**src/rtl/id_ex_ctrl_reg.sv**
```systemverilog
// ID/EX control-word pipeline register with stall, flush and
// a fence drain sequencer that holds the front end after a fence.
module id_ex_ctrl_reg #(
  parameter int ALU_CTRL_W   = 5,
  parameter int DRAIN_CYCLES = 3,
  parameter int CNT_W        = 4
) (
  input  logic                  i_clk,
  input  logic                  i_rst_n,
  input  logic                  i_en,
  input  logic                  i_flush_EX,
  input  logic                  i_jump_ID,
  input  logic                  i_branch_ID,
  input  logic                  i_reg_write_ID,
  input  logic [1:0]            i_result_src_ID,
  input  logic                  i_mem_write_ID,
  input  logic [ALU_CTRL_W-1:0] i_alu_ctrl_ID,
  input  logic                  i_alu_src_ID,
  input  logic                  i_addr_src_ID,
  input  logic                  i_fence_ID,
  output logic                  o_jump_EX,
  output logic                  o_branch_EX,
  output logic                  o_reg_write_EX,
  output logic [1:0]            o_result_src_EX,
  output logic                  o_mem_write_EX,
  output logic [ALU_CTRL_W-1:0] o_alu_ctrl_EX,
  output logic                  o_alu_src_EX,
  output logic                  o_addr_src_EX,
  output logic                  o_fence_EX,
  output logic                  o_fence_stall
);

  typedef struct packed {
    logic                  jump;
    logic                  branch;
    logic                  reg_write;
    logic [1:0]            result_src;
    logic                  mem_write;
    logic [ALU_CTRL_W-1:0] alu_ctrl;
    logic                  alu_src;
    logic                  addr_src;
    logic                  fence;
  } ctrl_t;

  typedef enum logic {
    IDLE,
    DRAIN
  } state_t;

  localparam logic [CNT_W-1:0] CNT_LOAD = CNT_W'(DRAIN_CYCLES - 1);

  ctrl_t            id_word;
  ctrl_t            ex_q, ex_d;
  state_t           state_q, state_d;
  logic [CNT_W-1:0] cnt_q, cnt_d;
  logic             stall_q, stall_d;

  assign id_word = '{
    jump:       i_jump_ID,
    branch:     i_branch_ID,
    reg_write:  i_reg_write_ID,
    result_src: i_result_src_ID,
    mem_write:  i_mem_write_ID,
    alu_ctrl:   i_alu_ctrl_ID,
    alu_src:    i_alu_src_ID,
    addr_src:   i_addr_src_ID,
    fence:      i_fence_ID
  };

  always_ff @(posedge i_clk or negedge i_rst_n) begin
    if (!i_rst_n) begin
      ex_q    <= '0;
      state_q <= IDLE;
      cnt_q   <= '0;
      stall_q <= 1'b0;
    end else begin
      ex_q    <= ex_d;
      state_q <= state_d;
      cnt_q   <= cnt_d;
      stall_q <= stall_d;
    end
  end

  always_comb begin
    ex_d    = ex_q;
    state_d = state_q;
    cnt_d   = cnt_q;
    stall_d = stall_q;
    unique case (state_q)
      IDLE: begin
        if (i_flush_EX) begin
          ex_d = '0;
        end else if (i_en) begin
          ex_d = id_word;
          if (i_fence_ID) begin
            state_d = DRAIN;
            cnt_d   = CNT_LOAD;
            stall_d = 1'b1;
          end
        end
      end
      DRAIN: begin
        // Bubbles only while older instructions retire.
        ex_d = '0;
        if (cnt_q != '0) begin
          cnt_d = cnt_q - CNT_W'(1);
        end else begin
          state_d = IDLE;
          stall_d = 1'b0;
        end
      end
      default: begin
        state_d = IDLE;
      end
    endcase
  end

  assign o_jump_EX       = ex_q.jump;
  assign o_branch_EX     = ex_q.branch;
  assign o_reg_write_EX  = ex_q.reg_write;
  assign o_result_src_EX = ex_q.result_src;
  assign o_mem_write_EX  = ex_q.mem_write;
  assign o_alu_ctrl_EX   = ex_q.alu_ctrl;
  assign o_alu_src_EX    = ex_q.alu_src;
  assign o_addr_src_EX   = ex_q.addr_src;
  assign o_fence_EX      = ex_q.fence;
  assign o_fence_stall   = stall_q;

endmodule

```
**config.mk**
```make
export PLATFORM = sky130hd
export DESIGN_NAME = id_ex_ctrl_reg
export DESIGN_NICKNAME = d
export VERILOG_FILES = /design/src/rtl/id_ex_ctrl_reg.sv
export SDC_FILE = /design/constraint.sdc
export NUM_CORES = 1
export LEC_CHECK = 0
export ABC_AREA = 1
export BUFFER_PORTS_ARGS = -buffer_cell sky130_fd_sc_hd__buf_4
export CAP_MARGIN = 20
export CORE_MARGIN = 10
export CORE_UTILIZATION = 50
export CTS_CLUSTER_SIZE = 12
export DETAILED_ROUTE_END_ITERATION = 6
export PLACE_DENSITY = 0.87
export SLEW_MARGIN = 20
export SYNTH_ARGS = -nofsm -noshare
export SYNTH_HDL_FRONTEND = slang
export SYNTH_SLANG_ARGS = --single-unit
```
**constraint.sdc**
```tcl
create_clock -name i_clk -period 2.55 [get_ports i_clk]
set_input_delay 0.51 -clock i_clk [delete_from_list [all_inputs] [get_ports i_clk]]
set_output_delay 0.51 -clock i_clk [all_outputs]
set_load 0.05 [all_outputs]
```
* After elaboration in Yosys (flattened, before gate mapping) *
Cells that the tools add are included.

cells by class
  add/subtract/negate cells = 1
  eq/ne operators = 6
  mux-type cells = 18
  bitwise gates (word level) = 1
  reductions and logical operators = 3

operators with widths
  cell                 number
  $mux 14              2
  $pmux 14 s2          1
  $mux 4               4
  $mux 1               8
  $ne 2x2->1 const B   4
  $pmux 4 s2           1
  $reduce_and 4->1     2
  $pmux 1 s2           2
  $reduce_bool 4->1    1
  $sub 4x1->4 const B  1
  $ne 3x3->1 const B   1
  $ne 2x1->1 const B   1
  $not 1->1            1

storage, ports and cells
  bits in registers = 20
  input bits = 18
  output and inout port bits = 15

* Longest topological paths before layout *
  depth after elaboration = 4
  depth in mapped cells = 7

* Worst setup path after synthesis *
Ideal clock, no wire load.

  path type = reg-to-output
  start point = reg ex_q (netlist bit o_addr_src_EX)
  end point = out o_addr_src_EX
  arrival time = 601 ps
  data required time = 2040 ps
  slack = 1439 ps
  stages on the path, launching flop included = 1
  cell sequence = dfrtp_1

RTL lines
  item                    line  text
  start, declared         53    ctrl_t ex_q, ex_d;
  start signal, assigned  72    ex_q <= '0;
  start signal, assigned  77    ex_q <= ex_d;
  end, declared           28    output logic o_addr_src_EX,

No word-level cell between the ends.

* Worst setup path after layout *
  start point = reg ex_q (netlist bit o_alu_ctrl_EX[0])
  end point = out o_alu_ctrl_EX[0]

RTL lines
  item           line  text
  end, declared  26    output logic [ALU_CTRL_W-1:0] o_alu_ctrl_EX,

No word-level cell between the ends.

==> qor.txt <==
drt first pass iters: 4
Avg Cell Area, Syn: 9.19 um^2
initial antenna violation count: 0
slowest cell on the critical path: dfrtp_1
area added between synthesis and finish: 29.7%
worst path bufs/invs: 1
Post-CTS Hold Fix Bufs: 0
EDFF count, synth: 0
Clk Latency, worst-skew pair: 0.29 ns
synthesized netlist cell count: 99
CP endpoint kind: primary output
total negative slack: 0 ns
total congestion overflow: 0
crit path launch type: register
Worst VDD drop: 0.639 mV
Critical Path AT: 0.88 ns
Cell variety after synth: 13
critical setup path kind: register to primary output
Post-CTS Setup Bufs: 0
sequential share of the synthesized area: 55.0%
Routed Antenna Nets: 0
Fmax achieved: 0.718 GHz
number of global-route vias before repair: 720
Ports: 33
share of layout cells above drive strength 1: 31.3%
port bufs: 32
Yosys warnings: 0
Mapped Nets: 118
clock power share: 16.6%
first-pass GRT wire length: 3550 um
CTS tree: yes
Initial Util: 52.7%
ys flop type: dfrtp_1
Rows: 15
unrepaired setup endpoints after global routing: false
core area: 1730 um^2
area of the multi-input gates: 353 um^2
Psw: 456 uW
Cells after DPL: 152
ys async rst share: 100%
fin crit share: 54.6%
CP Data Required Time: 2.04 ns
final hold viol count: 0
critical path fanouts, max: 2
Rel. slew slack: 76.0%
total die area: 3930 um^2
Seq pwr share: 41.7%
final setup violation count: 0
HP Class: input port to asynchronous set/reset pin
Synth Register Bits: 20
register area: 500 um^2
final WL: 2140 um
gpl congestion: 0.768
Layout fillers: 139
Sw Share: 42.5%
CTS max path bufs: 2
Pwr Density: 909 nW/um^2
CP Cell Sequence: buf_4
Final min period: 1.39 ns
status: completed
residual DRC count: 0
Worst path top cell family by delay: flip-flops
Largest register FFs: 5
Combinational Power Share: 41.7%
CTS Sinks: 20
vias per std cell: 4.93
slew at the pin closest to its max-slew limit: 0.360 ns
Slew Limit Fails: 0
Synth area leader: dfrtp_1
ANT cells: 0
nets: 151
Total GRT Usage: 10.9%
CTS root buf: clkbuf_4
H-tree levels: 1
Static Leak: 0.674 nW
largest net degree at the start of global routing: 29
die width: 62.7 um
Die Span Y: 62.7 um
vias: 769
wire per inst: 13.7 um
number of CTS-inserted buffers: 3
total of max-cap violations: 0
synth top area cells: dfrtp_1 (55%), nand3_1 (18%), nand2_1 (12%)
Post-DP HPWL: 1630 um
Worst Skew: 0.00166 ns
Initial DRC Count: 23
top cell type's share of synthesized area: 55.0%
max incr delay on CP: 0.40 ns
Clock Pin Slew Worst Setup and Hold Paths: 0.11 ns
design internal power: 617 uW
Netlist Area Pre-Place: 910 um^2
Final Non-Filler Cells: 156
post-CTS sizing: 0
==> through the flow <==
step           cell area (um^2)  power, mW  hold WS (ns)  worst slack (ns)  util, %
6_report                   1180       1.07        0.0658              1.16     68.3
5_1_grt                    1180       1.16        0.0530              1.10     68.3
4_1_cts                    1180       1.08        0.0720              1.15     68.3
3_5_place_dp               1140      0.902         0.401              1.11     66.2
3_3_place_gp               1140      0.883         0.398              1.17     66.2
2_1_floorplan               910      0.778         0.214              1.44        -
==> routing by layer <==
metal / vias up / GRT usage (%) / share of wire (%)
met2: 25 / 17.1 / 51
met3: 2 / 2.33 / 5.5
met1: 352 / 13.7 / 43
li1: 390 / - / -
met4: 0 / 5.87 / 1.3
met5: - / 0 / 0
==> final cells by class <==
type	instances	share of cell area, %
flip-flops and latches	20	42.4
multi-input cells	70	29.9
repair buffers	32	20.4
clock buffers	4	3.08
well taps	25	2.65
inverters	5	1.59
==> placed cells by master, fill, tap and decap left out <==
| master | count |
|---|---|
| ha_1 | 1 |
| nand3_1 | 33 |
| clkbuf_4 | 3 |
| buf_4 | 32 |
| inv_1 | 4 |
| nand2_2 | 2 |
| xor2_1 | 1 |
| nor2_1 | 2 |
| nand2_1 | 29 |
| dfrtp_1 | 20 |
| inv_2 | 1 |
| nor2_8 | 1 |
| nand3_4 | 1 |
| clkbuf_8 | 1 |
==> cells in the mapped netlist (2+ instances only) <==
| cell type | number |
|---|---|
| nand2_1 | 29 |
| buf_6 | 2 |
| nor2_1 | 2 |
| dfrtp_1 | 20 |
| nand3_1 | 33 |
| nand2_2 | 2 |
| inv_1 | 4 |
| buf_4 | 2 |
==> logic make-up (layout without fill, tap and decap cells) <==
family,Yosys count,in the layout,synth area share (%)
adder cells (fa/ha/maj),1,1,1.38
AND/OR/NAND/NOR,68,68,36.5
buffers and inverters,9,41,6.19
XOR/XNOR,1,1,0.963
flip-flops,20,20,55.0
==> power groups by stage <==
stage                     registers [mW]  clock network (mW)  logic, mW
after floorplan                    0.558                   0      0.220
after global placement             0.450                   0      0.433
after detailed placement           0.453                   0      0.450
after CTS                          0.447               0.184      0.451
after global routing               0.460               0.201      0.496
final                              0.447               0.178      0.447
==> worst paths after layout <==
kind | from | to | slack, ns | depth (start not counted)
setup / recovery | o_alu_ctrl_EX[0] | o_alu_ctrl_EX[0] | 1.16 | 1
hold / removal | i_rst_n | o_branch_EX | 0.07 | 1
setup reg to reg | state_q | cnt_q[0] | 1.26 | 4
hold reg to reg | o_fence_stall | o_fence_stall | 0.50 | 2
max in group asynchronous | i_rst_n | cnt_q[2] | 2.28 | 1
min in group i_clk | i_alu_ctrl_ID[1] | o_alu_ctrl_EX[1] | 0.44 | 3
Note: power is estimated with default switching activity, not from simulation.
